### src/rtl/helper_arbiter_if.sv
// Request/response bundle between N client blocks and the shared helper arbiter.
// master = client/downstream side, slave = arbiter side.
interface helper_arbiter_if #(
    parameter int N = 4,
    parameter int W = 4
);
    localparam int IDW = (N > 1) ? $clog2(N) : 1;

    logic [N-1:0]   req_valid;
    logic [N*W-1:0] req_data;
    logic [N-1:0]   req_ready;
    logic           rsp_valid;
    logic [W-1:0]   rsp_data;
    logic [IDW-1:0] rsp_id;
    logic           rsp_ready;

    modport master (
        output req_valid, req_data, rsp_ready,
        input  req_ready, rsp_valid, rsp_data, rsp_id
    );

    modport slave (
        input  req_valid, req_data, rsp_ready,
        output req_ready, rsp_valid, rsp_data, rsp_id
    );
endinterface

### src/rtl/helper_arbiter.sv
// Round-robin arbiter sharing one bitwise-invert helper among N requesters.
// The result is registered and tagged with the owner's index.
module helper #(
    parameter int W = 4
) (
    input  logic [W-1:0] a_i,
    output logic [W-1:0] y_o
);
    assign y_o = ~a_i;
endmodule

module helper_arbiter #(
    parameter int N = 4,
    parameter int W = 4
) (
    input  logic             clk,
    input  logic             rst_n,
    helper_arbiter_if.slave  bus
);
    localparam int IDW = (N > 1) ? $clog2(N) : 1;

    typedef enum logic {IDLE, HOLD} state_t;

    state_t         state_q, state_d;
    logic [IDW-1:0] rr_ptr_q, rr_ptr_d;
    logic [IDW-1:0] rsp_id_q;
    logic [W-1:0]   rsp_data_q;
    logic [IDW-1:0] grant, scan_idx;
    logic [W-1:0]   sel_data, inv_data;
    logic           found, any_req, load, accept;

    // NOTE: every combinational output gets a default before any branch so no latch is inferred.
    always_comb begin : arbitrate
        grant    = rr_ptr_q;
        found    = 1'b0;
        scan_idx = rr_ptr_q;
        for (int k = 0; k < N; k++) begin
            if (!found && bus.req_valid[scan_idx]) begin
                grant = scan_idx;
                found = 1'b1;
            end
            scan_idx = (scan_idx == IDW'(N - 1)) ? '0 : scan_idx + 1'b1;
        end
    end

    always_comb begin : operand_mux
        sel_data = '0;
        for (int i = 0; i < N; i++) begin
            if (grant == IDW'(i)) sel_data = bus.req_data[i*W +: W];
        end
    end

    helper #(.W(W)) u_helper (
        .a_i (sel_data),
        .y_o (inv_data)
    );

    assign any_req = |bus.req_valid;
    assign load    = (state_q == IDLE) || (state_q == HOLD && bus.rsp_ready);
    // Gated by rst_n so nothing is offered as accepted while reset is held.
    assign accept  = rst_n && load && any_req;

    always_comb begin : ready_decode
        bus.req_ready = '0;
        for (int i = 0; i < N; i++) begin
            bus.req_ready[i] = accept && (grant == IDW'(i));
        end
    end

    always_comb begin : next_state
        state_d  = state_q;
        rr_ptr_d = rr_ptr_q;
        if (accept) begin
            rr_ptr_d = (grant == IDW'(N - 1)) ? '0 : grant + 1'b1;
        end
        case (state_q)
            IDLE:    if (any_req) state_d = HOLD;
            HOLD:    if (bus.rsp_ready && !any_req) state_d = IDLE;
            default: state_d = IDLE;
        endcase
    end

    // NOTE: sequential state is updated with non-blocking assignments only.
    // NOTE: the response register is reset too, so a held response never survives reset.
    always_ff @(posedge clk or negedge rst_n) begin
        if (!rst_n) begin
            state_q    <= IDLE;
            rr_ptr_q   <= '0;
            rsp_data_q <= '0;
            rsp_id_q   <= '0;
        end else begin
            state_q  <= state_d;
            rr_ptr_q <= rr_ptr_d;
            if (accept) begin
                rsp_data_q <= inv_data;
                rsp_id_q   <= grant;
            end
        end
    end

    assign bus.rsp_valid = (state_q == HOLD);
    assign bus.rsp_data  = rsp_data_q;
    assign bus.rsp_id    = rsp_id_q;
endmodule

### src/flat_wrapper.sv
// flat-port wrapper written by rule: the top's interface ports become plain ports
module helper_arbiter_flat 
#(
    parameter int N = 4,
    parameter int W = 4
)
  (clk, rst_n, bus_req_valid, bus_req_data, bus_rsp_ready, bus_req_ready, bus_rsp_valid, bus_rsp_data, bus_rsp_id);
  helper_arbiter_if #(.N(N), .W(W)) bus_i ();
  input  logic clk;
  input  logic rst_n;
  input wire logic [$bits(bus_i.req_valid)-1:0] bus_req_valid;
  input wire logic [$bits(bus_i.req_data)-1:0] bus_req_data;
  input wire logic [$bits(bus_i.rsp_ready)-1:0] bus_rsp_ready;
  output wire logic [$bits(bus_i.req_ready)-1:0] bus_req_ready;
  output wire logic [$bits(bus_i.rsp_valid)-1:0] bus_rsp_valid;
  output wire logic [$bits(bus_i.rsp_data)-1:0] bus_rsp_data;
  output wire logic [$bits(bus_i.rsp_id)-1:0] bus_rsp_id;
  assign bus_i.req_valid = bus_req_valid;
  assign bus_i.req_data = bus_req_data;
  assign bus_i.rsp_ready = bus_rsp_ready;
  assign bus_req_ready = bus_i.req_ready;
  assign bus_rsp_valid = bus_i.rsp_valid;
  assign bus_rsp_data = bus_i.rsp_data;
  assign bus_rsp_id = bus_i.rsp_id;
  helper_arbiter #(.N(N), .W(W)) u_core (.clk(clk), .rst_n(rst_n), .bus(bus_i));
endmodule
### config.mk
export PLATFORM = sky130hd
export DESIGN_NAME = helper_arbiter_flat
export DESIGN_NICKNAME = d
export VERILOG_FILES = /design/src/rtl/helper_arbiter_if.sv /design/src/rtl/helper_arbiter.sv /design/src/flat_wrapper.sv
export SDC_FILE = /design/constraint.sdc
export NUM_CORES = 1
export LEC_CHECK = 0
export CAP_MARGIN = 20
export CORE_ASPECT_RATIO = 1.1
export CORE_MARGIN = 10
export CORE_UTILIZATION = 35
export DETAILED_ROUTE_END_ITERATION = 7
export PLACE_DENSITY_LB_ADDON = 0.1
export SYNTH_ARGS = -nofsm -noshare
export SYNTH_HDL_FRONTEND = slang
export SYNTH_SLANG_ARGS = --single-unit
export TNS_END_PERCENT = 10
### constraint.sdc
create_clock -name clk -period 7.13 [get_ports clk]
set_input_delay 2.139 -clock clk [delete_from_list [all_inputs] [get_ports clk]]
set_output_delay 2.139 -clock clk [all_outputs]
set_load 0.01 [all_outputs]
==> metrics.yaml, run 1 <==
fin_area_sq_um: 1540
critPathArrivalTime_ns: 4.82
top_layer: "met4"
min_period_ns: 6.96
port_buffers: 33
num_rows: 21
wl_met1_microns: 1260
power.density_nw_per_um2: 440
synth-seq-cells: 9
h-tree-depth: 1
hold_violations: 0
cts_sinks: 9
critPathRequiredTime_ns: 4.99
timing.final.ws_setup_ns: 0.173
cts_buffers: 3
drt_iter0_drc: 44
cp_max_fo: 7
ys_seq_area_frac: 0.209
cp-end-kind: "output pin"
grt_max_degree: 30
root_buffer: "clkbuf_4"
synth.area.top_cells: "dfrtp_1 (21%), nand2_1 (7.3%), ha_1 (5.8%)"
synth_xor_xnor_area_share: 0
yosys_most_used_dff: "dfrtp_1"
first_global_vias: 1184
power.leakage_nw: 0.676
tightest_slew_ns: 0.866
n_antenna_cell: 0
post_drt_wl_per_cell_microns: 15.1
core_sq_um: 3000
max_freq_ghz: 0.144
num_vias: 1163
synth_edf_count: 0
clock_latency_ns: 0.26
synth-simple-area-share: 0.307
synth.mux.area_fraction: 0.0859
status: "finished clean"
globalRoute.totalOverflow: 0
area_delta_synth_final_pct: 42.5
ant_nets: 0
synth_top_family_by_area: "simple AND/OR/NAND/NOR gates"
remaining_drc_errors: 0
crit_type: "input port to output pin"
async_flop_share: 1.00
synth_nets: 168
slew_violations: 0
dr_wl_met2_microns: 1620
power.total_w: 0.000675
synth_compound_gate_area_share: 0.272
cp.depth: 10
cts_tree: "yes"
max-vdd-ir-drop_mv: 0.220
startpoint_type: "input port"
placed_area_sq_um: 1490
die_x_microns: 72.9
syn_avg_cell_area_sq_um: 7.69
grtUsageTotal: 0.109
ctsLongestPathBuffers: 2
start_util: 0.360
slowest_delay_ns: 0.54
reg2reg_depth: 13
synth_top_area_cell: "dfrtp_1"
die_area_sq_um: 5700
io_pins: 34
path_cells: "clkdlybuf4s50_1, buf_4, or3b_2, a21oi_1, a21o_1, a21o_1, and2_1, ha_1, and2_1, clkdlybuf4s50_1"
skew_ns: 0.00203
routed-wl-met3_microns: 245
fin_crit_sh: 0.976
timing.slew.headroom: 0.423
final_common_cell: "clkdlybuf4s50_1"
drt_wl_total_microns: 3160
grt_antenna_before_repair: 0
layout-drive-gt1-share: 0.131
hp-class: "flip-flop to flip-flop"
hpwlAfterDp_microns: 2550
vias_per_cell: 5.54
post-cts-setup-buffers: 0
syn_area_sq_um: 1080
cp_top_family: "buffers and inverters"
rsz0062_at_grt: "no"
min_path_cells: 2
synth_top_area_frac: 0.209
die_h_microns: 78.2
ys_warn_count: 0
synthCells: 140
synth_fa_ha_area_frac: 0.0581
drv_cap: 0
finalSetupViolCount: 0
gp_congestion: 0.823
setup_tns_ns: 0
cp_slowest_cell: "clkdlybuf4s50_1"
clkTransAtPathRegs_ns: 0.06
critical_path_buf_inv_count: 3
pre_cts_ws_ns: 0.0741
grt_pass1_wl_microns: 5190
dr.pass1.iters: 2
fin_nets: 205
ys_types: 39
final_cell_mix: "clkdlybuf4s50_1 (30), nand2_1 (21), buf_4 (12)"
==> registers in the layout (all words and copies together), names as in the netlist <==
name	cells
u_core.bus.rsp_data	4
u_core.bus.rsp_valid	1
u_core.rr_ptr_q	2
u_core.bus.rsp_id	2
==> cell type report <==
type,count,area (sq um)
Clock buffer,4,26.3
Sequential cell,9,225
Fill cell,322,1460
Inverter,1,3.75
Timing Repair Buffer,46,448
Multi-Input combinational cell,116,790
Tap cell,34,42.5
==> power by group <==
part / leakage [nW] / internal, W / switching (W) / total [W]
Sequential: 0.105 / 0.0000734 / 0.0000395 / 0.000113
Clock: 0.0150 / 0.0000216 / 0.0000181 / 0.0000397
Combinational: 0.556 / 0.000266 / 0.000257 / 0.000522
==> path summary, 6_finish.rpt <==
path | start | to | slack (ns)
max | bus_req_valid[3] | bus_req_ready[1] | 0.17
min | u_core.bus.rsp_data[0] | u_core.bus.rsp_data[0] | 0.49
max reg2reg | u_core.rr_ptr_q[0] | u_core.bus.rsp_data[3] | 3.25
min reg2reg | u_core.bus.rsp_data[0] | u_core.bus.rsp_data[0] | 0.49
max in group asynchronous | rst_n | u_core.bus.rsp_valid | 4.82
min in group asynchronous | rst_n | u_core.bus.rsp_data[3] | 2.17
==> cells by family (layout without fill, tap and decap cells) <==
family,after synthesis,in the layout
AOI/OAI and AO/OA,43,43
adders and majority gates,5,5
buffers and inverters,15,51
DFF,9,9
muxes,8,8
and+or+nand+nor,60,60
==> timing repair <==
| item | in CTS | in global routing |
|---|---|---|
| resized for setup | 0 | 5 |
| endpoints found under the setup margin | 0 | 4 |
| hold buffers | 0 | 0 |
==> metal layers <==
metal,vias to the layer above,GRT usage
li1,581,-
met1,546,0.108
met4,0,0.0209
met5,-,0
met3,6,0.0453
met2,30,0.203
==> synthesized netlist by cell type (all sizes together), types with 2 or more instances <==
| cell type | count |
|---|---|
| a211oi | 2 |
| a21o | 2 |
| a21oi | 5 |
| a221oi | 3 |
| a31oi | 4 |
| and2 | 7 |
| and3b | 2 |
| buf | 10 |
| clkbuf | 4 |
| dfrtp | 9 |
| ha | 5 |
| mux2 | 4 |
| mux2i | 4 |
| nand2 | 21 |
| nand2b | 3 |
| nand3b | 5 |
| nor2 | 5 |
| nor2b | 5 |
| nor3b | 4 |
| nor4 | 4 |
| o21a | 4 |
| o21ai | 11 |
| o31ai | 5 |
==> stage by stage <==
step                       util  cells  hold slack [ns]
after floorplan               -    140            0.516
after global placement    0.497    206            0.469
after detailed placement  0.497    206            0.476
after CTS                 0.506    210            0.492
after global routing      0.513    210            0.530
final                     0.513    210            0.491
==> tightest hold or removal path, stage by stage (launching register included) <==
cell and delay (ns):
dfrtp_1 0.35, nand2_1 0.05, o21ai_0 0.06
Power figures use the tool's default switching activity.
==> run 2, diff against run 1 <==
- SLEW_MARGIN: not set -> 20
==> results of run 2 <==
No change in the layout: final DEF, timing and power equal those of run 1.
==> run 3, diff against run 2 <==
- MAX_ROUTING_LAYER: not set -> met4
==> metrics.yaml, run 3 (synthesis results as in run 1) <==
status: "finished clean"
ctsHoldBuffers: 0
drv_cap: 0
fin_nets: 205
min_path_cells: 2
grt_antenna_before_repair: 0
root_buffer: "clkbuf_4"
critPathRequiredTime_ns: 4.99
drt_iter0_drc: 46
post_drt_wl_per_cell_microns: 15.0
start_util: 0.360
r2r_start: "u_core.rr_ptr_q[0]"
drt_wl_total_microns: 3150
r2r-end: "u_core.bus.rsp_data[3]"
min_period_ns: 6.96
setup_tns_ns: 0
multi_input_area_sq_um: 790
grt_max_degree: 30
worstHoldEndpoint: "u_core.bus.rsp_data[0]"
top_layer: "met4"
path_cells: "clkdlybuf4s50_1, buf_4, or3b_2, a21oi_1, a21o_1, a21o_1, and2_1, ha_1, and2_1, clkdlybuf4s50_1"
cp_slowest_cell: "clkdlybuf4s50_1"
power.density_nw_per_um2: 439
grt_pass1_wl_microns: 5180
die_h_microns: 78.2
hpwlAfterDp_microns: 2550
cts_sinks: 9
routed-wl-met3_microns: 182
fillers: 322
finalSetupViolCount: 0
critical_path_buf_inv_count: 3
seq_area_sq_um: 225
vias_per_cell: 5.59
io_pins: 34
hold_violations: 0
slew_violations: 0
crit_type: "input port to output pin"
gp_congestion: 0.836
max_freq_ghz: 0.144
dr.pass1.iters: 4
max-vdd-ir-drop_mv: 0.220
core_sq_um: 3000
clock_latency_ns: 0.26
wl_met1_microns: 1320
largest_register_ff_count: 4
r2r_setup_slack_ns: 3.27
cts_buffers: 3
die_area_sq_um: 5700
timing.slew.headroom: 0.444
post-cts-setup-buffers: 0
h-tree-depth: 1
fin_crit_sh: 0.976
worstHoldStart: "u_core.bus.rsp_data[0]"
ctsLongestPathBuffers: 2
rsz0062_at_grt: "no"
cp-end-kind: "output pin"
num_vias: 1174
power.leakage_nw: 0.676
remaining_drc_errors: 0
dr_wl_met2_microns: 1610
cts_tree: "yes"
slowest_delay_ns: 0.54
critPathArrivalTime_ns: 4.82
grtUsageTotal: 0.112
startpoint_type: "input port"
globalRoute.totalOverflow: 0
skew_ns: 0.00514
port_buffers: 33
hp-class: "flip-flop to flip-flop"
first_global_vias: 1187
tightest_slew_ns: 0.834
ant_nets: 0
die_x_microns: 72.9
cp_max_fo: 7
layout-drive-gt1-share: 0.131
num_rows: 21
reg2reg_depth: 13
n_antenna_cell: 0
clkTransAtPathRegs_ns: 0.06
power.total_w: 0.000675
area_delta_synth_final_pct: 42.5
final_cell_mix: "clkdlybuf4s50_1 (30), nand2_1 (21), buf_4 (12)"
cp_top_family: "buffers and inverters"
final_common_cell: "clkdlybuf4s50_1"
run 3: through the flow:
step / util / cell area (sq um) / setup slack, ns / hold WS, ns / cells
4_1_cts: 0.506 / 1520 / 0.0578 / 0.492 / 210
3_3_place_gp: 0.497 / 1490 / 0.0975 / 0.469 / 206
6_report: 0.513 / 1540 / 0.171 / 0.490 / 210
3_5_place_dp: 0.497 / 1490 / 0.0741 / 0.476 / 206
2_1_floorplan: - / 1080 / 0.894 / 0.516 / 140
5_1_grt: 0.513 / 1540 / 0.0442 / 0.530 / 210
run 3: how the worst max path moves through the flow:
stage                startpoint               end  slack [ns]  cells after the start
5_1_grt        bus_req_valid[1]  bus_req_ready[2]        0.04                      9
3_5_place_dp   bus_req_valid[2]  bus_req_ready[2]        0.07                      9
6_report       bus_req_valid[3]  bus_req_ready[1]        0.17                     10
3_3_place_gp   bus_req_valid[2]  bus_req_ready[2]         0.1                      9
2_1_floorplan  bus_req_valid[1]  bus_req_ready[3]        0.89                      9
4_1_cts        bus_req_valid[2]  bus_req_ready[3]        0.06                      9
run 3: power breakdown:
part	total [W]	internal, W	switching [W]
Sequential	0.000113	0.0000734	0.0000392
Combinational	0.000522	0.000266	0.000256
Clock	0.0000399	0.0000216	0.0000183
run 3: repair_timing:
item	CTS	global route
hold endpoints to repair	0	0
gates resized for setup	0	5
setup endpoints to repair	0	4
run 3: worst reg2reg max path, delay by kind of cell, from the launching register on:
| family | cells | cell delay, ns |
|---|---|---|
| simple gates | 3 | 0.48 |
| buf+inv | 2 | 0.31 |
| compound gates | 6 | 1.37 |
| flops | 1 | 0.89 |
| fa+ha+maj | 2 | 0.73 |
run 3: cell type report:
cell class | instances | share of cell area
sequential | 9 | 0.147
multi-input combinational | 116 | 0.514
timing repair buffer | 46 | 0.292
tap | 34 | 0.0277
clock buffer | 4 | 0.0171
inverter | 1 | 0.00244
run 3: per-layer routing:
layer | vias up | GRT usage
met2 | 40 | 0.203
met3 | 6 | 0.0327
li1 | 584 | -
met1 | 544 | 0.115
met5 | - | -
met4 | 0 | 0.0209
